## config.mk

```make
export PLATFORM = sky130hd
export DESIGN_NAME = nibble_serial_adder
export DESIGN_NICKNAME = d
export VERILOG_FILES = /design/src/rtl/nibble_serial_adder.sv
export SDC_FILE = /design/constraint.sdc
export NUM_CORES = 1
export LEC_CHECK = 0
export ABC_AREA = 1
export BUFFER_PORTS_ARGS = -buffer_cell sky130_fd_sc_hd__buf_2
export CAP_MARGIN = 25
export CORE_UTILIZATION = 55
export CTS_BUF_LIST = sky130_fd_sc_hd__clkbuf_8
export CTS_CLUSTER_SIZE = 24
export DETAILED_ROUTE_END_ITERATION = 10
export PLACE_DENSITY_LB_ADDON = 0.3
export SLEW_MARGIN = 20
export SYNTH_ARGS = -nofsm -noshare
export SYNTH_HDL_FRONTEND = slang
export SYNTH_SLANG_ARGS = --single-unit
```

## constraint.sdc

```tcl
create_clock -name clk -period 3.3 [get_ports clk]
set_input_delay 0.33 -clock clk [delete_from_list [all_inputs] [get_ports clk]]
set_output_delay 0.33 -clock clk [all_outputs]
set_load 0.1 [all_outputs]
```

## src/rtl/nibble_serial_adder.sv

```systemverilog
// nibble_serial_adder: W-bit adder that processes operands one nibble per cycle
// through an external 4-bit ripple-carry adder, with valid/ready handshakes.
`default_nettype none

module nibble_serial_adder #(
  parameter int NIBBLES = 4
) (
  input  logic                   clk,
  input  logic                   rst_n,
  input  logic                   in_valid,
  output logic                   in_ready,
  input  logic [4*NIBBLES-1:0]   a_in,
  input  logic [4*NIBBLES-1:0]   b_in,
  input  logic                   cin_in,
  output logic                   out_valid,
  input  logic                   out_ready,
  output logic [4*NIBBLES-1:0]   result,
  output logic                   cout,
  output logic                   zero,
  output logic                   ovf,
  output logic [3:0]             add_a,
  output logic [3:0]             add_b,
  output logic                   add_cin,
  input  logic [3:0]             add_sum,
  input  logic                   add_cout
);

  localparam int W  = 4 * NIBBLES;
  localparam int IW = (NIBBLES > 1) ? $clog2(NIBBLES) : 1;
  localparam logic [IW-1:0] LAST_IDX = IW'(NIBBLES - 1);

  typedef enum logic [1:0] {
    S_IDLE = 2'd0,
    S_ADD  = 2'd1,
    S_DONE = 2'd2
  } state_t;

  state_t          state_q, state_d;
  logic [W-1:0]    a_q, a_d;
  logic [W-1:0]    b_q, b_d;
  logic [W-1:0]    result_q, result_d;
  logic [IW-1:0]   idx_q, idx_d;
  logic            carry_q, carry_d;
  logic            cout_q, cout_d;

  always_ff @(posedge clk or negedge rst_n) begin
    if (!rst_n) begin
      state_q  <= S_IDLE;
      a_q      <= '0;
      b_q      <= '0;
      result_q <= '0;
      idx_q    <= '0;
      carry_q  <= 1'b0;
      cout_q   <= 1'b0;
    end else begin
      state_q  <= state_d;
      a_q      <= a_d;
      b_q      <= b_d;
      result_q <= result_d;
      idx_q    <= idx_d;
      carry_q  <= carry_d;
      cout_q   <= cout_d;
    end
  end

  always_comb begin
    state_d   = state_q;
    a_d       = a_q;
    b_d       = b_q;
    result_d  = result_q;
    idx_d     = idx_q;
    carry_d   = carry_q;
    cout_d    = cout_q;
    in_ready  = 1'b0;
    out_valid = 1'b0;
    add_a     = 4'h0;
    add_b     = 4'h0;
    add_cin   = 1'b0;

    case (state_q)
      S_IDLE: begin
        in_ready = 1'b1;
        if (in_valid) begin
          a_d     = a_in;
          b_d     = b_in;
          carry_d = cin_in;
          idx_d   = '0;
          state_d = S_ADD;
        end
      end

      S_ADD: begin
        // Result nibbles are overwritten in place, so the previous sum stays
        // visible in the upper nibbles until this pass reaches them.
        add_a   = a_q[{idx_q, 2'b00} +: 4];
        add_b   = b_q[{idx_q, 2'b00} +: 4];
        add_cin = carry_q;
        result_d[{idx_q, 2'b00} +: 4] = add_sum;
        carry_d = add_cout;
        if (idx_q == LAST_IDX) begin
          cout_d  = add_cout;
          idx_d   = '0;
          state_d = S_DONE;
        end else begin
          idx_d = idx_q + 1'b1;
        end
      end

      S_DONE: begin
        out_valid = 1'b1;
        if (out_ready) begin
          state_d = S_IDLE;
        end
      end

      default: begin
        state_d = S_IDLE;
      end
    endcase
  end

  assign result = result_q;
  assign cout   = cout_q;
  assign zero   = (result_q == '0);
  assign ovf    = (a_q[W-1] == b_q[W-1]) && (result_q[W-1] != a_q[W-1]);

endmodule

`default_nettype wire

```

* Word level (Yosys, flattened, before mapping)
Cells that the tools add are included.
** Storage, ports and cells
- Register bits after elaboration :: 54
- Bits in latches :: 0
- RAM bits :: 0
- Memory bits (read-only) :: 0
- Input bits :: 42
- Output and inout port bits :: 30
- Word-level logic and storage cells :: 44
- Memories :: 0
** Cells by class
- Add/subtract/negate cells :: 2
- $mul :: 0
- Divide/modulo/power cells :: 0
- Magnitude comparators :: 0
- Equality and inequality tests :: 8
- Shift operators :: 4
- Muxes and demuxes :: 15
- Bitwise gates (word level) :: 0
- Reduce and logical (&&, ||, !) cells :: 8
** Operator list (count)
- $shiftx 16x5->4 :: 2
- $bwmux 16 :: 1
- $logic_not 16->1 :: 1
- $shift 4x6->16 const A :: 1
- $shiftx 4x6->16 :: 1
- $mux 2 :: 5
- $mux 4 :: 2
- $ne 2x2->1 const B :: 3
- $neg 4->6 :: 1
- $pmux 2 s3 :: 1
- $reduce_and 2->1 :: 3
- $eq 2x2->1 const B :: 2
- $mux 1 :: 4
- $pmux 2 s2 :: 1
- $reduce_and 3->1 :: 1
- $add 2x1->2 const B :: 1
- $eq 2x1->1 const B :: 1
- $logic_not 2->1 :: 1
- $pmux 1 s2 :: 1
- $reduce_bool 2->1 :: 1
- $eq 1x1->1 :: 1
- $logic_and 1x1->1 :: 1
- $ne 1x1->1 :: 1

* Depth between registers and ports, before layout
Gate-level depths: netlist of the first run.
- Depth after elaboration :: 3
- Depth in mapped cells :: 9

* Worst setup path before layout of the first run
No wires, ideal clock.
- Kind :: flip-flop to output port
- From :: reg result_q[15], in the netlist result[15]
- To :: out ovf
- Arrival :: 2.398 ns
- Path slack :: 0.572 ns
- Cell stages (with the launch flop) :: 3
- Path through :: dfrtp_1 -> a21oi_1 -> nor2_1
** On the way
- Cells in the longest elaborated chain, start to end :: 2
** Ends and longest elaborated chain
- from (decl) :: line 41 : logic [W-1:0] result_q, result_d;
- from (signal assigned) :: line 59 : result_q <= result_d;
- $ne 1x1->1 :: line 125 : assign ovf = (a_q[W-1] == b_q[W-1]) && (result_q[W-1] != a_q[W-1]);
- $logic_and 1x1->1 :: line 125
- to (decl) :: line 20 : output logic ovf,
Every way passes these cells.

* Worst setup path in the final report of the first run
- From :: reg state_q[1]
- To :: out add_a[1]
** On the way
- Cells in the longest elaborated chain, start to end :: 2
** Ends and longest elaborated chain
- from (decl) :: line 38 : state_t state_q, state_d;
- from (signal assigned) :: line 56 : state_q <= state_d;
- $eq 2x1->1 :: line 80 : case (state_q)
- $mux 4 :: line 80
- to (decl) :: line 21 : output logic [3:0] add_a,
Every way passes these cells.

==> key figures, run 1 <==
Timing
  – Final setup violation count: 0
  – Fmax: 440.3 MHz
  – PnR worst setup slack: 1.029 ns
  – Fin crit share: 68.82%
  – Final Slew Violations: 0
  – Setup TNS: 0 ns
  – Final hold vios: 0
  – RSZ-0062 raised after global routing: false
  – Minimum clock period: 2.271 ns
  – Slew HR: 50.04%
  – Final Skew: 0.003632 ns
  – Slew @ Worst Pin: 0.7494 ns

Logic synthesis
  – Synth area leaders: dfrtp_1 (51%), nand2_1 (12%), a21oi_1 (7.7%)
  – Mapped Cells: 340
  – Mapped Area: 0.002660 sq mm
  – Yosys top cell by area: dfrtp_1
  – Yosys warns: 0
  – Multiplexer share of the synthesized area: 0%
  – Adder-cell share of the synthesized area: 2.352%
  – Post-synthesis register bit count: 54
  – Netlist cell types: 22
  – Post-Syn Nets: 387
  – Largest family of logic cells by synthesized area: simple AND/OR/NAND/NOR gates
  – Seq/Total Area, Yosys: 50.80%
  – Avg Inst Size Synth: 7.824 sq um
  – Post-Synth Simple-Gate Area: 27.47%
  – Yosys top cell area share: 50.80%
  – Xor and xnor area share after synthesis: 0%
  – Compound-gate portion of the synthesized area: 9.784%

GRT
  – Tot GR Track Use: 24.74%
  – First-pass GRT wire length: 9666 um
  – Grt ovf: 0
  – Vias in the first global route: 2158
  – Initial antenna violation count: 0
  – Largest net degree at the start of global routing: 66

Drt
  – Via/cell ratio: 5.033
  – DRT iter0 DRCs: 186
  – WL per Instance: 12.43 um
  – Router iterations before antenna repair: 4
  – Routed WL: 5719 um
  – DRC: 0
  – Vias: 2315
  – ANT nets after route: 0

CTS
  – Worst-path clk slew: 0.09 ns
  – Num CTS Buffers: 5
  – Postcts setup bufs: 0
  – CTS Hold Bufs: 0
  – Sink Count: 54
  – Clock buffer depth: 2
  – # H-tree levels: 2
  – Clock root cell: clkbuf_8
  – Skew-Pair Late Insertion Delay: 0.31 ns
  – Post-CTS sizing: 0
  – CTS tree: done

Layout
  – Commonest non-fill, non-tap cell in the layout: nand2_1
  – Area growth syn-to-layout: 17.59%
  – Multi-input combinational cell area: 0.001059 sq mm
  – Fraction of final layout cells with drive strength greater than 1: 22.06%
  – Final Util: 69.44%
  – Final Cell Area: 0.003128 sq mm
  – Filler cell count: 393
  – Flip-flop and latch area: 0.001351 sq mm
  – Fin nets: 454
  – Antenna Cells: 0
  – Commonest cells after routing, fill and taps aside: nand2_1 (85), buf_2 (71), dfrtp_1 (54)

Run
  – MaxCap Viol Count: 0

Setup path
  – Setup CP Type: flop to output port
  – Flop2flop setup slack: 1.24 ns
  – Crit. End Element: output port
  – Max Fanout on Critical Path: 12
  – FF-to-FF path depth: 8
  – Worst Path Arrival: 1.94 ns
  – Critical path startpoint category: flop
  – Critical Path RT: 2.97 ns

Floorplan
  – Initial Util: 59.06%
  – IO Count: 72
  – Die height: 71.55 um
  – Row Count: 24
  – Core ar.: 0.004504 sq mm
  – Chip width: 71.55 um
  – Die area: 0.005119 sq mm

Placement
  – Buffers on Ports: 71
  – Cell area after placement: 0.003013 sq mm
  – Hpwl dp: 4073 um
  – Dpl ws: 1.272 ns
  – GPL Wtd Cong: 0.8646

Outcome
  – Status: completed

Hold path
  – HP Class: primary input to async pin
==> registers in the layout, indices dropped and copies added, names as in the netlist <==
name and cells:
carry_q 1, state_q 2, result 16, idx_q 2, b_q 16, a_q 16
cout 1
==> worst max-delay path: stages, from the launching register on <==
cell and delay, ns:
dfrtp_1 0.46, inv_1 0.15, nand2_1 0.27, a21oi_1 0.28, buf_2 0.47
==> per-layer routing <==
| layer | wire (um) | global-route usage [%] | vias up |
|---|---|---|---|
| met3 | 234 | 5.204 | 8 |
| met1 | 2727 | 34.06 | 1061 |
| li1 | - | - | 1184 |
| met2 | 2672 | 39.15 | 62 |
| met5 | 0 | 0 | - |
| met4 | 85 | 9.150 | 0 |
==> kinds of logic after synthesis <==
group,count (synthesis)
AND/OR/NAND/NOR,171
buffers and inverters,59
flip-flops,54
AO/OA/AOI/OAI,51
adder cells (fa/ha/maj),5
==> metrics by stage <==
step	std cells	hold WS, ns
floorplan	340	0.03441
detailed placement	452	0.4434
global placement	452	0.4413
CTS	460	0.1039
finish	460	0.07347
global route	460	0.1493
==> area by class of cell <==
type,count,area share [%]
Sequential cell,54,43.20
Multi-Input combinational cell,227,33.84
Timing Repair Buffer,73,11.84
Inverter,46,5.520
Clock buffer,8,3.520
Tap cell,52,2.080
==> cell usage after synthesis (all sizes together) <==
master  count
nand2      88
nor2       56
dfrtp      54
inv        45
a21oi      41
nand3      22
buf        12
o21ai       8
ha          5
nand4       3
clkbuf      1
clkinv      1
nand3b      1
o211ai      1
o31ai       1
or2         1
==> final timing paths <==
path                                              from                      to
worst max-delay path            state_q[1]$_DFFE_PN0P_                add_a[1]
worst min-delay path                             rst_n  result[13]$_DFFE_PN0P_
worst max register to register    idx_q[1]$_DFFE_PN0P_  result[10]$_DFFE_PN0P_
worst min register to register        cout$_DFFE_PN0P_        cout$_DFFE_PN0P_
max in group asynchronous                        rst_n      a_q[5]$_DFFE_PN0P_
min in group clk                             out_ready  state_q[1]$_DFFE_PN0P_
Power of run 1 is not shown: default switching activity piles up to over one toggle a cycle in this logic, so the estimate is an artifact.
==> run 2, diff against run 1 <==
--- a/config.mk
+++ b/config.mk
@@ -8,7 +8,7 @@
 export ABC_AREA = 1
 export BUFFER_PORTS_ARGS = -buffer_cell sky130_fd_sc_hd__buf_2
 export CAP_MARGIN = 25
-export CORE_UTILIZATION = 55
+export CORE_UTILIZATION = 54
 export CTS_BUF_LIST = sky130_fd_sc_hd__clkbuf_8
 export CTS_CLUSTER_SIZE = 24
 export DETAILED_ROUTE_END_ITERATION = 10
==> constraint.sdc (replaced) <==
create_clock -name clk -period 2.2 [get_ports clk]
set_input_delay 0.22 -clock clk [delete_from_list [all_inputs] [get_ports clk]]
set_output_delay 0.22 -clock clk [all_outputs]
set_load 0.1 [all_outputs]
==> key figures, run 2 (synthesis results as in run 1) <==
Setup path
  – Critical-path top delay cell: dfrtp_1
  – Critical path, cell by cell: inv_1 > nand2_1 > buf_4 > a21oi_2 > buf_12
  – Max incr delay on CP: 0.45 ns (-0.02 ns)
  – Critical path startpoint category: flop
  – Critical Path RT: 1.98 ns (-0.99 ns)
  – Crit. End Element: output port
  – Worst Path Arrival: 1.76 ns (-0.18 ns)
  – Max Fanout on Critical Path: 7 (-5)
  – Setup CP Type: flop to output port

CTS
  – Postcts setup bufs: 0 (unchanged)
  – Post-CTS sizing: 0 (unchanged)
  – Clock buffer depth: 2 (unchanged)
  – CTS tree: done
  – Num CTS Buffers: 5 (unchanged)
  – Worst-path clk slew: 0.10 ns (about the same)
  – CTS Hold Bufs: 0 (unchanged)
  – Skew-Pair Late Insertion Delay: 0.31 ns (about the same)
  – Sink Count: 54 (unchanged)
  – Clock root cell: clkbuf_8
  – # H-tree levels: 2 (unchanged)

Floorplan
  – IO Count: 72 (unchanged)
  – Chip width: 72.19 um (+0.89%)
  – Core ar.: 0.004723 sq mm (+4.9%)
  – Initial Util: 56.32% (-2.7 points)
  – Die area: 0.005211 sq mm (+1.8%)
  – Die height: 72.19 um (+0.89%)
  – Row Count: 25 (+4.2%)

Timing
  – Final setup violation count: 0 (unchanged)
  – Final Skew: 0.006858 ns (+0.003226 ns)
  – Minimum clock period: 1.980 ns
  – Fin crit share: 90.02%
  – Slew HR: 56.25% (+6.2 points)
  – Setup TNS: 0 ns (unchanged)
  – RSZ-0062 raised after global routing: false
  – Final hold vios: 0 (unchanged)
  – Slew @ Worst Pin: 0.6563 ns (-0.09313 ns)
  – Final Slew Violations: 0 (unchanged)
  – Fmax: 504.9 MHz

Drt
  – DRC: 0 (unchanged)
  – ANT nets after route: 0 (unchanged)
  – Vias: 2370 (+2.4%)
  – Via/cell ratio: 4.938 (-1.9%)
  – Router iterations before antenna repair: 4 (unchanged)
  – Routed WL: 5692 um (-0.47%)
  – WL per Instance: 11.86 um (-4.6%)
  – DRT iter0 DRCs: 137 (-26%)

Layout
  – Commonest cells after routing, fill and taps aside: nand2_1 (85), buf_2 (63), dfrtp_1 (54)
  – Fraction of final layout cells with drive strength greater than 1: 25.67% (+3.6 points)
  – Commonest non-fill, non-tap cell in the layout: nand2_1
  – Final Cell Area: 0.003349 sq mm (+7.1%)
  – Antenna Cells: 0 (unchanged)
  – Area growth syn-to-layout: 25.92%
  – Fin nets: 459 (+1.1%)

Placement
  – Hpwl dp: 4146 um (+1.8%)
  – Cell area after placement: 0.003239 sq mm (+7.5%)
  – GPL Wtd Cong: 0.8098 (-6.3%)
  – Buffers on Ports: 71 (unchanged)

GRT
  – First-pass GRT wire length: 9784 um (+1.2%)
  – Vias in the first global route: 2255 (+4.5%)
  – Grt ovf: 0 (unchanged)
  – Tot GR Track Use: 24.49% (-0.25 points)
  – Initial antenna violation count: 0 (unchanged)
  – Largest net degree at the start of global routing: 66 (unchanged)

Hold path
  – HP Class: primary input to async pin

Run
  – MaxCap Viol Count: 0 (unchanged)

Outcome
  – Status: completed
run 2: cell count changes in the layout (fill, tap and decap cells not counted):
cell     delta
a21oi_1     -8
a21oi_2     +8
buf_12      +9
buf_2       -8
buf_4       +4
nand2_2     +1
nand2_4     -1
nor2_1      -3
nor2_2      +3
run 2: worst max-delay path, delay by kind of cell, from the launching register on:
family	cells	cell delay, ns
buffers and inverters	3	0.60
AOI/OAI and AO/OA	1	0.17
DFF	1	0.45
and+or+nand+nor	1	0.23
run 2: final timing paths:
| path | start | endpoint | slack, ns | cells after the start |
|---|---|---|---|---|
| max in group asynchronous | rst_n | b_q[14]$_DFFE_PN0P_ | 1.74 | 2 |
| max reg2reg | idx_q[1]$_DFFE_PN0P_ | result[11]$_DFFE_PN0P_ | 0.51 | 8 |
| max | state_q[1]$_DFFE_PN0P_ | add_b[1] | 0.22 | 5 |
| min reg2reg | cout$_DFFE_PN0P_ | cout$_DFFE_PN0P_ | 0.49 | 2 |
| min in group clk | out_ready | state_q[1]$_DFFE_PN0P_ | 0.10 | 2 |
| min | rst_n | result[9]$_DFFE_PN0P_ | 0.02 | 2 |
run 2: final cells by class:
class | count | area (sq um)
flip-flops and latches | 54 | 1351
clock buffers | 8 | 110.1
fillers | 390 | 1374
inverters | 46 | 172.7
multi-input cells | 227 | 1091
well taps | 67 | 83.83
repair buffers | 78 | 540.5
run 2: per-stage QoR:
| stage | cells | hold slack (ns) | setup WS, ns | utilization [%] |
|---|---|---|---|---|
| 2_1_floorplan | 340 | -0.07559 | 0.01023 | - |
| 3_3_place_gp | 472 | 0.3818 | 0.6018 | 68.58 |
| 3_5_place_dp | 472 | 0.3808 | 0.5441 | 68.58 |
| 4_1_cts | 480 | 0.04272 | 0.2071 | 70.91 |
| 5_1_grt | 480 | 0.07899 | 0.09838 | 70.91 |
| 6_report | 480 | 0.02312 | 0.2196 | 70.91 |
run 2: routing by layer:
| metal | vias up | wire length, um | global-route usage (%) |
|---|---|---|---|
| met5 | - | 0 | 0 |
| met2 | 63 | 2813 | 41.12 |
| met4 | 0 | 151 | 12.64 |
| met3 | 15 | 241 | 4.861 |
| met1 | 1099 | 2485 | 30.01 |
| li1 | 1193 | - | - |
Power of run 2 is left out for the same reason.
==> run 3, diff against run 2 <==
--- a/config.mk
+++ b/config.mk
@@ -13,6 +13,7 @@
 export CTS_CLUSTER_SIZE = 24
 export DETAILED_ROUTE_END_ITERATION = 10
 export PLACE_DENSITY_LB_ADDON = 0.3
+export REMOVE_ABC_BUFFERS = 1
 export SLEW_MARGIN = 20
 export SYNTH_ARGS = -nofsm -noshare
 export SYNTH_HDL_FRONTEND = slang
==> key figures, run 3 (synthesis results as in run 1) <==
GRT
  – First-pass GRT wire length: 8990 um (-8.1%)
  – Largest net degree at the start of global routing: 66 (unchanged)
  – Vias in the first global route: 2069 (-8.2%)
  – Grt ovf: 0 (unchanged)
  – Initial antenna violation count: 0 (unchanged)
  – Tot GR Track Use: 22.19% (-2.3 points)

Setup path
  – Critical R2R Capture: result[10]$_DFFE_PN0P_
  – Max incr delay on CP: 0.45 ns (about the same)
  – FF-to-FF path depth: 8 (unchanged)
  – R2r startpoint: idx_q[1]$_DFFE_PN0P_
  – Flop2flop setup slack: 0.48 ns (-0.03 ns)
  – Max Fanout on Critical Path: 12 (+5)
  – Critical path, cell by cell: inv_1 > nand2_1 > a21oi_1 > buf_12
  – Critical path startpoint category: flop
  – Worst Path Arrival: 1.79 ns (+0.03 ns)
  – Crit. End Element: output port
  – Setup CP Type: flop to output port
  – Buf/Inv on CP: 2 (-1)
  – Critical Path RT: 1.98 ns (about the same)
  – CP top delay family: flip-flops
  – Critical-path top delay cell: dfrtp_1

Drt
  – Routed WL: 5460 um (-4.1%)
  – WL per Instance: 11.38 um (-4.1%)
  – DRC: 0 (unchanged)
  – Router iterations before antenna repair: 5 (+1)
  – Vias: 2312 (-2.4%)
  – Via/cell ratio: 4.817 (-2.4%)
  – DRT iter0 DRCs: 145 (+5.8%)
  – ANT nets after route: 0 (unchanged)

Layout
  – Fraction of final layout cells with drive strength greater than 1: 22.52% (-3.1 points)
  – Commonest cells after routing, fill and taps aside: nand2_1 (85), buf_2 (63), dfrtp_1 (54)
  – Fin nets: 459 (unchanged)
  – Filler cell count: 388 (-0.51%)
  – Antenna Cells: 0 (unchanged)
  – Commonest non-fill, non-tap cell in the layout: nand2_1
  – Area growth syn-to-layout: 23.89%

Timing
  – RSZ-0062 raised after global routing: false
  – Final hold vios: 0 (unchanged)
  – Slew HR: 56.61% (+0.36 points)
  – Final setup violation count: 0 (unchanged)
  – Minimum clock period: 2.006 ns (+0.02530 ns)
  – Hold Slack: 0.1298 ns (+0.1067 ns)
  – Final Skew: 0.01044 ns (+0.003579 ns)
  – Slew @ Worst Pin: 0.6508 ns (-0.005457 ns)
  – Fmax: 498.6 MHz (-1.3%)
  – Fin crit share: 91.17% (+1.1 points)
  – Final Slew Violations: 0 (unchanged)

CTS
  – CTS tree: done
  – Num CTS Buffers: 5 (unchanged)
  – Clock buffer depth: 2 (unchanged)
  – # H-tree levels: 2 (unchanged)
  – Worst-path clk slew: 0.08 ns (-0.02 ns)
  – Sink Count: 54 (unchanged)
  – Post-CTS sizing: 0 (unchanged)
  – Clock root cell: clkbuf_8
  – Skew-Pair Late Insertion Delay: 0.30 ns (about the same)

Floorplan
  – IO Count: 72 (unchanged)
  – Row Count: 25 (unchanged)
  – Die area: 0.005211 sq mm (unchanged)
  – Initial Util: 56.32% (unchanged)
  – Core ar.: 0.004723 sq mm (unchanged)
  – Chip width: 72.19 um (unchanged)
  – Die height: 72.19 um (unchanged)

Hold path
  – Hold path depth: 2
  – HP Class: primary input to flop
  – Hold Path End: state_q[1]$_DFFE_PN0P_
  – Worst hold path startpoint: out_ready

Outcome
  – Status: completed

Placement
  – Buffers on Ports: 71 (unchanged)
  – GPL Wtd Cong: 0.8020 (-0.96%)
  – Hpwl dp: 4008 um (-3.3%)

Run
  – MaxCap Viol Count: 0 (unchanged)
[run 3: how the worst max path moves through the flow]
stage	from	to	slack, ns	depth (start not counted)
6_report	state_q[1]$_DFFE_PN0P_	add_a[0]	0.19	4
5_1_grt	state_q[1]$_DFFE_PN0P_	add_a[0]	0.06	4
4_1_cts	state_q[1]$_DFFE_PN0P_	add_a[0]	0.14	4
3_5_place_dp	idx_q[1]$_DFFE_PN0P_	result[10]$_DFFE_PN0P_	0.49	8
3_3_place_gp	state_q[1]$_DFFE_PN0P_	add_cin	0.56	4
2_1_floorplan	idx_q[0]$_DFFE_PN0P_	add_a[0]	-0.73	4
[run 3: worst reg2reg max path: stages (launching register included)]
cell and delay (ns):
dfrtp_1 0.36, clkinv_1 0.27, ha_1 0.38, inv_1 0.08, nor2_1 0.17, nand2_1 0.07
nor2_1 0.18, nand2_1 0.09, nand2_1 0.07
[run 3: final cells by class]
class	instances	area, sq um	area share, %
Clock inverter	2	8.758	0.2658
Sequential cell	54	1351	41.00
Timing Repair Buffer	78	543.0	16.48
Tap cell	67	83.83	2.544
Inverter	46	172.7	5.239
Clock buffer	6	82.58	2.506
Multi-Input combinational cell	227	1054	31.97
[run 3: metrics by stage]
step           setup TNS, ns  util [%]  setup WS (ns)  std cells  cell area, sq um
3_5_place_dp               0     67.63         0.4937        471              3194
3_3_place_gp               0     67.63         0.5586        471              3194
6_report                   0     69.77         0.1943        480              3296
4_1_cts                    0     69.77         0.1439        480              3296
5_1_grt                    0     69.77        0.05662        480              3296
2_1_floorplan         -6.644         -        -0.7272        327              2577
[run 3: per-layer routing]
layer	vias to the layer above	wire (um)	GRT usage, %
met5	-	0	0
met4	0	61	8.061
met3	6	204	3.750
met2	55	2646	36.66
met1	1056	2547	29.63
li1	1195	-	-
[run 3: timing repair]
action	in CTS	in global routing
setup buffers	0	0
hold buffers	1	0
endpoints found under the hold margin	28	0
Power of run 3 is left out for the same reason.
